[src/rtl/bus_pkg.sv]
// Shared types and constants for the two-master memory bus arbiter
// and the bus watchdog.
package bus_pkg;

    typedef enum logic [1:0] {
        IDLE  = 2'd0,
        BUSY0 = 2'd1,
        BUSY1 = 2'd2
    } state_t;

    localparam logic [31:0] ERR_DATA_DEFAULT = 32'hDEADBEEF;
    localparam int          WD_WIDTH         = 16;

endpackage

[src/rtl/bus_watchdog.sv]
// Per-transaction watchdog: counts enabled cycles since the last clear
// and flags expiry once the count reaches TIMEOUT-1.
module bus_watchdog
    import bus_pkg::*;
#(
    parameter int TIMEOUT = 255
) (
    input  logic clk,
    input  logic reset,
    input  logic clear,
    input  logic enable,
    output logic expired
);

    localparam logic [WD_WIDTH-1:0] LIMIT = WD_WIDTH'(TIMEOUT - 1);

    logic [WD_WIDTH-1:0] count;

    // Holds at the limit so expiry stays asserted until cleared
    always_ff @(posedge clk or posedge reset) begin
        if (reset) begin
            count <= '0;
        end else if (clear) begin
            count <= '0;
        end else if (enable && !expired) begin
            count <= count + WD_WIDTH'(1);
        end
    end

    assign expired = (count == LIMIT);

endmodule

[src/rtl/bus_arbiter.sv]
// Round-robin arbiter letting the CPU and one auxiliary master share
// the native picorv32 memory bus, with a per-transaction watchdog.
module bus_arbiter
    import bus_pkg::*;
#(
    parameter int          TIMEOUT  = 255,
    parameter logic [31:0] ERR_DATA = ERR_DATA_DEFAULT
) (
    input  logic        clk,
    input  logic        reset,
    input  logic        m0_mem_valid,
    input  logic        m0_mem_instr,
    input  logic [31:0] m0_mem_addr,
    input  logic [3:0]  m0_mem_wstrb,
    input  logic [31:0] m0_mem_wdata,
    output logic        m0_mem_ready,
    output logic [31:0] m0_mem_rdata,
    input  logic        m1_mem_valid,
    input  logic        m1_mem_instr,
    input  logic [31:0] m1_mem_addr,
    input  logic [3:0]  m1_mem_wstrb,
    input  logic [31:0] m1_mem_wdata,
    output logic        m1_mem_ready,
    output logic [31:0] m1_mem_rdata,
    output logic        s_mem_valid,
    output logic        s_mem_instr,
    output logic [31:0] s_mem_addr,
    output logic [3:0]  s_mem_wstrb,
    output logic [31:0] s_mem_wdata,
    input  logic        s_mem_ready,
    input  logic [31:0] s_mem_rdata,
    output logic [1:0]  grant,
    output logic        timeout_err
);

    state_t state;
    state_t state_nxt;
    logic   last;
    logic   busy;
    logic   gnt_valid;
    logic   wd_expired;
    logic   wd_fire;

    assign busy = (state == BUSY0) || (state == BUSY1);

    assign gnt_valid = (state == BUSY0) ? m0_mem_valid :
                       (state == BUSY1) ? m1_mem_valid : 1'b0;

    // Slave completion on the expiry cycle beats the watchdog
    assign wd_fire = busy && gnt_valid && wd_expired && !s_mem_ready;

    bus_watchdog #(
        .TIMEOUT (TIMEOUT)
    ) u_watchdog (
        .clk     (clk),
        .reset   (reset),
        .clear   (!busy),
        .enable  (busy && !s_mem_ready),
        .expired (wd_expired)
    );

    always_ff @(posedge clk or posedge reset) begin
        if (reset) begin
            state       <= IDLE;
            last        <= 1'b1;
            timeout_err <= 1'b0;
        end else begin
            state       <= state_nxt;
            timeout_err <= wd_fire;
            // Only a tie moves the pointer; the loser of a tie wins the next one
            if (state == IDLE && m0_mem_valid && m1_mem_valid) begin
                last <= ~last;
            end
        end
    end

    always_comb begin
        state_nxt = state;
        case (state)
            IDLE: begin
                if (m0_mem_valid && m1_mem_valid) begin
                    state_nxt = last ? BUSY0 : BUSY1;
                end else if (m0_mem_valid) begin
                    state_nxt = BUSY0;
                end else if (m1_mem_valid) begin
                    state_nxt = BUSY1;
                end
            end
            BUSY0, BUSY1: begin
                if (!gnt_valid || s_mem_ready || wd_fire) begin
                    state_nxt = IDLE;
                end
            end
            default: state_nxt = IDLE;
        endcase
    end

    always_comb begin
        grant        = 2'b00;
        s_mem_valid  = 1'b0;
        s_mem_instr  = 1'b0;
        s_mem_addr   = '0;
        s_mem_wstrb  = '0;
        s_mem_wdata  = '0;
        m0_mem_ready = 1'b0;
        m0_mem_rdata = '0;
        m1_mem_ready = 1'b0;
        m1_mem_rdata = '0;
        case (state)
            BUSY0: begin
                grant        = 2'b01;
                s_mem_valid  = m0_mem_valid && !wd_fire;
                s_mem_instr  = m0_mem_instr;
                s_mem_addr   = m0_mem_addr;
                s_mem_wstrb  = m0_mem_wstrb;
                s_mem_wdata  = m0_mem_wdata;
                m0_mem_ready = (s_mem_ready && m0_mem_valid) || wd_fire;
                m0_mem_rdata = wd_fire ? ERR_DATA : s_mem_rdata;
            end
            BUSY1: begin
                grant        = 2'b10;
                s_mem_valid  = m1_mem_valid && !wd_fire;
                s_mem_instr  = m1_mem_instr;
                s_mem_addr   = m1_mem_addr;
                s_mem_wstrb  = m1_mem_wstrb;
                s_mem_wdata  = m1_mem_wdata;
                m1_mem_ready = (s_mem_ready && m1_mem_valid) || wd_fire;
                m1_mem_rdata = wd_fire ? ERR_DATA : s_mem_rdata;
            end
            default: begin
            end
        endcase
    end

endmodule

[config.mk]
export PLATFORM = sky130hd
export DESIGN_NAME = bus_arbiter
export DESIGN_NICKNAME = d
export VERILOG_FILES = /design/src/rtl/bus_pkg.sv /design/src/rtl/bus_watchdog.sv /design/src/rtl/bus_arbiter.sv
export SDC_FILE = /design/constraint.sdc
export NUM_CORES = 1
export LEC_CHECK = 0
export ABC_CLOCK_PERIOD_IN_PS = 2020
export CAP_MARGIN = 20
export CORE_AREA = 2 2 123 125
export DETAILED_ROUTE_END_ITERATION = 8
export DIE_AREA = 0 0 125 127
export SLEW_MARGIN = 40
export SYNTH_ARGS = -nofsm -noshare
export SYNTH_HDL_FRONTEND = slang
export SYNTH_SLANG_ARGS = --single-unit
export TNS_END_PERCENT = 50
[constraint.sdc]
create_clock -name clk -period 2.02 [get_ports clk]
set_input_delay 0.404 -clock clk [delete_from_list [all_inputs] [get_ports clk]]
set_output_delay 0.404 -clock clk [all_outputs]
set_load 0.05 [all_outputs]
Word level (Yosys, flattened, before mapping)
Cells that the tools add are included.
{"block": "word_totals", "regBits": 20, "inputBits": 175}
{"block": "classes", "add_sub_neg": 1, "eq_ne": 6, "n_mux": 21, "bitwise": 1, "n_reduce_logical": 24}
{"operator": "32-bit one-hot mux with 2 select lines", "count": 2}
{"operator": "32-bit 2-to-1 mux", "count": 3}
{"operator": "16-bit 2-to-1 mux", "count": 2}
{"operator": "16-bit by 1-bit adder with 16-bit output, second input constant", "count": 1}
{"operator": "16-bit by 8-bit == test with 1-bit output, second input constant", "count": 1}
{"operator": "1-bit logical AND", "count": 12}
{"operator": "2-bit 2-to-1 mux", "count": 5}
{"operator": "2-bit one-hot mux with 2 select lines", "count": 2}
{"operator": "4-bit one-hot mux with 2 select lines", "count": 1}
{"operator": "1-bit logical OR", "count": 5}
{"operator": "1-bit logical NOT", "count": 4}
{"operator": "1-bit 2-to-1 mux", "count": 4}
{"operator": "4-bit by 3-bit inequality test with 1-bit output, second input constant", "count": 1}
{"operator": "1-bit one-hot mux with 2 select lines", "count": 2}
{"operator": "2-bit by 1-bit == test with 1-bit output, second input constant", "count": 1}
{"operator": "2-bit == test, second input constant", "count": 1}
{"operator": "2-bit logical NOT", "count": 1}
{"operator": "2-bit by 1-bit inequality test with 1-bit output, second input constant", "count": 1}
{"operator": "2-bit inequality test, second input constant", "count": 1}
{"operator": "2-bit AND reduction", "count": 1}
{"operator": "2-bit OR reduction", "count": 1}
{"operator": "1-bit NOT", "count": 1}

Logic depth before layout (Yosys ltp)
Gate-level depths: netlist (run 1).
{"block": "depth", "depth_word": 9, "depth_mapped": 9, "ltp_nobuf": 7}

Modules after synthesis
From an unflattened synthesis (run 1), not the netlist that was laid out.
{"block": "unflattened", "cells_unflattened": 380, "hier_area_um2": 2746.4}
{"mod": "bus_arbiter", "instances": 1, "cells_per_inst": 282, "area_per_inst_um2": 1804.2, "seq_area_each_um2": 101.3}
{"mod": "bus_watchdog", "instances": 1, "cells_per_inst": 98, "area_per_inst_um2": 942.2, "seq_area_each_um2": 400.4}

Least setup slack after synthesis (run 1)
No wires, ideal clock.
{"block": "synth_path", "kind": "register to output", "from": "register u_watchdog.count[0]", "to": "output port m0_mem_ready", "arrival_time_ps": 2667, "t_required_ps": 1616, "path_slack_ps": -1051, "stages_incl_launch_ff": 9, "path_buffers": 2, "cell_sequence": "dfrtp_1 -> inv_1 -> ha_1 -> nor4b_2 -> and4_1 -> buf_2 -> nand3_2 -> clkbuf_1 -> a21boi_0"}
{"block": "synth_via", "elab_chain_len": 5}
{"element": "from (decl)", "line": "bus_watchdog.sv:17", "text": "logic [WD_WIDTH-1:0] count;"}
{"element": "from (signal assigned)", "line": "bus_watchdog.sv:26", "text": "count <= count + WD_WIDTH'(1);"}
{"element": "16-bit by 8-bit == test with 1-bit output", "line": "bus_watchdog.sv:30", "text": "assign expired = (count == LIMIT);"}
{"element": "1-bit logical AND (2 in a row)", "line": "bus_arbiter.sv:50", "text": "assign wd_fire = busy && gnt_valid && wd_expired && !s_mem_ready;"}
{"element": "1-bit logical OR", "line": "bus_arbiter.sv:117", "text": "m0_mem_ready = (s_mem_ready && m0_mem_valid) || wd_fire;"}
{"element": "1-bit 2-to-1 mux", "line": "bus_arbiter.sv:109", "text": "case (state)"}
{"element": "to (decl)", "line": "bus_arbiter.sv:16", "text": "output logic m0_mem_ready,"}
Every way passes these cells.

Final worst setup path (run 1)
{"block": "layout_path", "from": "register u_watchdog.count[0]", "to": "output port m0_mem_rdata[17]"}
{"block": "layout_via", "elab_chain_len": 5}
{"element": "16-bit by 8-bit == test with 1-bit output", "line": "bus_watchdog.sv:30"}
{"element": "1-bit logical AND (2 in a row)", "line": "bus_arbiter.sv:50"}
{"element": "32-bit 2-to-1 mux", "line": "bus_arbiter.sv:118", "text": "m0_mem_rdata = wd_fire ? ERR_DATA : s_mem_rdata;"}
{"element": "32-bit 2-to-1 mux", "line": "bus_arbiter.sv:109"}
{"element": "to (decl)", "line": "bus_arbiter.sv:17", "text": "output logic [31:0] m0_mem_rdata,"}
Every way passes these cells.

==> results of run 1 <==
[cell families after synthesis]
kind of cell,Yosys count
compound gates,141
fa+ha+maj,7
simple gates,144
buf+inv,48
mux,8
flops,20
xor+xnor,1
[layout by cell type, fill, tap and decap left out, types with 10 or more instances in the layout]
cell	n
o21a_4	20
a22oi_2	67
clkbuf_16	10
buf_4	51
nand2_1	21
buf_12	114
dfrtp_1	19
o21a_2	28
buf_16	10
nor2_4	57
clkdlybuf4s50_1	175
buf_6	33
[through the flow]
| stage | hold WS, ns | setup slack, ns | setup TNS (ns) |
|---|---|---|---|
| floorplan | 0.367 | -0.205 | -13.06 |
| global placement | 0.487 | -0.311 | -20.07 |
| detailed placement | 0.514 | -0.318 | -20.45 |
| CTS | 0.484 | -0.486 | -36.46 |
| global route | 0.499 | -0.540 | -44.95 |
| finish | 0.472 | -0.461 | -34.78 |
[synth_stat cells (all sizes together) (2+ instances only)]
master,n,share of area (%)
nand2b,2,0.47
a21boi,2,0.57
nor2,70,9.9
nand2,21,3.0
ha,7,3.3
and4,2,0.66
or4,4,1.3
o21ai,4,0.75
nand3b,2,0.57
dfrtp,19,18
o211ai,4,1.1
nand4,7,1.9
a21oi,6,1.1
buf,10,2.5
o31ai,4,1.1
a22oi,69,20
inv,9,1.3
or3,4,0.99
o21a,48,14
nand3,8,1.7
clkbuf,29,4.5
and3,18,4.3
mux2i,8,3.0
[report_power, final]
part           switching, mW  internal (mW)
sequential            0.0405          0.460
clock                  0.147          0.269
combinational           7.84           6.57
[what timing repair did]
action | 4_1_cts | 5_1_grt
setup endpoints to repair | 142 | 141
setup buffers | 3 | 3
resized for setup | 126 | 24
pin swaps | 38 | 24
cloned | 4 | 8
endpoints found under the hold margin | 0 | 0
[per-layer routing]
layer / vias up / wire (um) / global-route usage [%]
li1: 2098 / - / -
met5: - / 0 / 0
met2: 236 / 10000 / 41.9
met1: 2145 / 6680 / 22.5
met4: 0 / 512 / 4.90
met3: 34 / 1470 / 5.36
[path summary, 6_finish.rpt]
check,startpoint,end,slack (ns)
setup reg to reg,state[0],u_watchdog.count[6],0.07
hold reg to reg,last,last,0.52
max in group asynchronous,reset,last,1.27
min in group clk,last,last,0.52
hold / removal,reset,timeout_err,0.47
setup / recovery,u_watchdog.count[0],m0_mem_rdata[17],-0.46
[sequential cells by signal, indices dropped and copies added (netlist names)]
signal and flops:
u_watchdog.count 16, last 1, timeout_err 1, state 2
[critical path: stages (launching register included)]
cell,delay (ns)
dfrtp_1,0.37
inv_1,0.06
ha_2,0.18
nor4b_4,0.22
and4_4,0.30
nand3_4,0.12
buf_12,0.19
and3_2,0.23
buf_6,0.15
[area by class of cell]
| class | count | area share, % |
|---|---|---|
| timing repair buffer | 392 | 57.4 |
| multi-input combinational | 301 | 33.2 |
| sequential | 20 | 5.47 |
| tap | 184 | 2.51 |
| clock buffer | 4 | 0.859 |
| inverter | 9 | 0.586 |
==> flow_metrics.py, run 1 <==
metrics = {
    "status": {
        "status": "finished with violations",
        "violations": "negative setup slack",
    },
    "floorplanning": {
        "die_width_um": 125,
        "die-area_sq_um": 15900,
        "die_h_um": 127,
        "ios": 314,
        "initial_core_util_pct": 18.4,
        "rows": 44,
        "fp.coreArea_sq_um": 14400,
    },
    "min_path": {
        "hold_class": "input pin to async pin",
    },
    "drt": {
        "vias_per_cell": 4.96,
        "ant_nets": 0,
        "wirelength_um": 18700,
        "drtIter0Drc": 186,
        "vias": 4513,
        "drc": 0,
        "drtPass1Iterations": 4,
        "wl_per_cell_um": 20.5,
    },
    "logic_synthesis": {
        "synth-adder-area-share_pct": 3.30,
        "ys_ff_latch": 20,
        "synth_top_family_by_area": "compound AO/OA/AOI/OAI gates",
        "seq_area_frac_synth_pct": 18.9,
        "synthCells": 369,
        "synth_xor_area_share_pct": 0.330,
        "syn_nets": 551,
        "synthArstFlopShare_pct": 100,
        "netlist_area_sq_um": 2660,
        "synth_area_per_cell_sq_um": 7.20,
        "synth_compound_area_share_pct": 39.3,
        "synth.distinct_cells": 45,
        "synthMuxAreaShare_pct": 3.02,
        "ys_dominant_reg_cell": "dfrtp_1",
        "synth-simple-area-share_pct": 26.9,
        "synth_edf_count": 0,
        "yosys_warnings": 0,
    },
    "cts": {
        "cts.sinks": 20,
        "path_clk_slew_ns": 0.06,
        "htreeDepth": 1,
        "clk_latency_ns": 0.25,
        "root_buffer": "clkbuf_16",
        "cts_tree": "done",
        "cts_buffers": 3,
        "postCtsHoldBufs": 0,
        "clockBufferDepth": 2,
    },
    "finish": {
        "nFillCells": 1064,
        "fin_cells": 910,
        "area_growth_pct": 246,
        "final_util_pct": 63.6,
        "antenna_cells": 0,
        "multi_input_comb_area_sq_um": 3040,
        "drive_gt1_share_pct": 59.9,
        "design_area_sq_um": 9180,
        "layout.nets": 909,
        "final-seq-area_sq_um": 502,
    },
    "setup_path": {
        "critPathRequiredTime_ns": 1.62,
        "worstPathArrival_ns": 2.08,
        "rr_worst_depth": 9,
        "endpoint_kind": "output pin",
        "cp_max_fo": 18,
        "worstSetupPathType": "register to output pin",
        "cp-start-kind": "register",
    },
    "timing": {
        "finalHoldViolCount": 0,
        "finalSetupViolCount": 136,
        "fin_worst_skew_ns": 0.00347,
        "worst_pin_slew_ns": 0.490,
        "min_period_ns": 2.48,
        "rsz0062_at_grt": "true",
        "min_period_over_period_pct": 123,
        "slew_violations": 0,
        "worst_slack_ns": -0.461,
        "relSlewSlack_pct": 67.2,
        "fmax_ghz": 0.403,
    },
    "flow_run": {
        "maxCapViolations": 0,
    },
    "placed_design": {
        "place_area_sq_um": 8070,
        "dp_cells": 888,
        "port_buffers": 313,
        "hpwl_um": 13800,
        "finalWeightedCongestion": 0.896,
    },
    "global_route": {
        "first_global_vias": 4770,
        "antenna_found_initial": 0,
        "grtUsageTotal_pct": 21.2,
        "grt-ovfl-total": 0,
        "grt_pass1_wl_um": 27000,
        "grt_max_degree": 32,
    },
    "power": {
        "irDropWorstVdd_mv": 0.887,
        "p_leak_nw": 3.44,
        "power.density_nw_per_um2": 1670,
        "power_mw": 15.3,
    },
}
No activity file was read; power rests on OpenSTA's default activity.
==> run 2, diff against run 1 <==
ABC_CLOCK_PERIOD_IN_PS = 2300   (was 2020)
CORE_AREA = 2 2 120 122   (was 2 2 123 125)
DIE_AREA = 0 0 122 124   (was 0 0 125 127)
DONT_BUFFER_PORTS = 1   (was not set)
clock period = 2.3 ns   (was 2.02 ns; I/O delays follow)
==> run 2 against run 1 <==
Compared with the run above:
- the flow still finishes with violations (negative setup slack)
- global-route usage shrank 3.7 points
- design area down 34%
- hold slack got worse by 0.39 ns
- wire length fell by 14%
- setup slack gained 0.28 ns
- die area fell by 4.7%
- critical endpoint is now m1_mem_rdata[11]
- highest routed layer is now met5
==> flow_metrics.py, run 2 (synthesized netlist as in run 1, its figures left out) <==
metrics = {
    "setup_path": {
        "worstPathArrival_ns": 2.02,
        "slowest_stage": "dfrtp_1",
        "path_cells": "inv_1, ha_1, nor4b_4, and4_4, nand3_4, clkinv_8, clkbuf_16, o21a_1, buf_12",
        "critPathRequiredTime_ns": 1.84,
        "cp_num_buf_inv": 4,
        "worstSetupPathType": "register to output pin",
        "cp_max_fo": 7,
        "crit_family": "simple AND/OR/NAND/NOR gates",
        "slowest_delay_ns": 0.38,
        "endpoint_kind": "output pin",
        "cp-start-kind": "register",
    },
    "global_route": {
        "grtUsageTotal_pct": 17.5,
        "grt_max_degree": 103,
        "antenna_found_initial": 1,
        "grt-ovfl-total": 0,
        "grt_pass1_wl_um": 20200,
        "first_global_vias": 3412,
    },
    "floorplanning": {
        "fp.coreArea_sq_um": 13700,
        "die_width_um": 122,
        "initial_core_util_pct": 19.4,
        "die-area_sq_um": 15100,
        "rows": 43,
        "ios": 314,
        "die_h_um": 124,
    },
    "timing": {
        "min_period_ns": 2.48,
        "worst_pin_slew_ns": 0.553,
        "fmax_ghz": 0.403,
        "worst_slack_ns": -0.184,
        "slew_violations": 0,
        "rsz0062_at_grt": "true",
        "whs_ns": 0.0852,
        "min_period_over_period_pct": 108,
        "finalHoldViolCount": 0,
        "finalSetupViolCount": 67,
        "fin_worst_skew_ns": 0.00379,
        "relSlewSlack_pct": 63.3,
    },
    "power": {
        "irDropWorstVdd_mv": 0.976,
        "power.density_nw_per_um2": 1800,
        "p_leak_nw": 2.35,
    },
    "status": {
        "violations": "negative setup slack",
        "status": "finished with violations",
    },
    "cts": {
        "clockBufferDepth": 2,
        "clk_latency_ns": 0.26,
        "htreeDepth": 1,
        "cts_tree": "done",
        "path_clk_slew_ns": 0.06,
        "cts.sinks": 20,
        "cts_buffers": 3,
        "postCtsHoldBufs": 0,
        "root_buffer": "clkbuf_16",
    },
    "finish": {
        "reg_top3": "u_watchdog.count (16), state (2)",
        "layout_commonest_cell": "buf_12",
        "multi_input_comb_area_sq_um": 2340,
        "largest_reg_flops": 16,
        "final-seq-area_sq_um": 502,
        "fin_cells": 687,
        "layout.nets": 690,
        "drive_gt1_share_pct": 54.2,
        "layout_common_cells": "100 x buf_12, 69 x a22oi_1, 41 x nor2_2",
        "antenna_cells": 0,
        "largest-register": "u_watchdog.count",
        "nFillCells": 1273,
        "area_growth_pct": 128,
        "final_util_pct": 44.1,
    },
    "placed_design": {
        "port_buffers": 0,
        "dp_slack_ns": -0.0205,
        "dp_cells": 669,
        "hpwl_um": 12100,
        "finalWeightedCongestion": 0.925,
    },
    "min_path": {
        "hold_class": "input pin to async pin",
    },
    "drt": {
        "wl_per_cell_um": 23.3,
        "ant_nets": 0,
        "vias_per_cell": 5.36,
        "vias": 3680,
        "drtIter0Drc": 213,
        "wirelength_um": 16000,
        "drtPass1Iterations": 4,
        "drc": 0,
    },
    "flow_run": {
        "maxCapViolations": 0,
    },
}
[run 2: changes by cell type in the layout (fill, tap and decap cells not counted), moves of 6 or more]
cell / delta
o21a_4: -11
buf_4: -15
nor2_4: -40
a22oi_1: +67
buf_16: -7
clkdlybuf4s50_1: -175
o21a_2: -28
and3_1: +6
o21a_1: +39
buf_6: -7
buf_12: -14
a22oi_2: -67
nor2_2: +35
[run 2: layout make-up]
type	instances	share of cell area, %
repair buffers	173	47.1
inverters	9	0.848
clock buffers	4	1.30
well taps	180	3.72
flip-flops and latches	20	8.29
multi-input cells	301	38.8
[run 2: final timing paths]
kind | start | end | slack (ns) | depth (start not counted)
min reg2reg | last | last | 0.51 | 1
max reg2reg | state[0] | u_watchdog.count[6] | 0.21 | 7
min in group clk | m0_mem_valid | last | 0.34 | 2
min | reset | u_watchdog.count[1] | 0.09 | 1
max | u_watchdog.count[0] | m1_mem_rdata[11] | -0.18 | 9
max in group asynchronous | reset | last | 1.88 | 1
[run 2: stage by stage]
step	area, sq um	total power, mW	setup TNS, ns
6_report	6050	10.9	-9.92
5_1_grt	6050	11.3	-14.82
4_1_cts	5630	10.0	-13.42
3_5_place_dp	5390	9.44	-0.0381
3_3_place_gp	5390	9.27	0
2_1_floorplan	2850	5.64	-5.72
[run 2: per-layer routing]
layer	vias up	share of wire (%)	track usage, %
li1	1651	-	-
met1	1816	37	20.5
met2	182	54	31.6
met3	29	7.0	4.49
met4	2	2.5	4.81
met5	-	0.12	0
[run 2: repair_timing]
item,in CTS,in global routing
buffers inserted,1,3
gates resized for setup,42,35
cloned,0,10
pin swaps,1,15
setup endpoints to repair,132,136
[run 2: power by group]
group	internal [mW]	switching (mW)	leakage, nW
combinational	4.17	5.93	2.04
sequential	0.404	0.0336	0.273
clock	0.236	0.131	0.0382
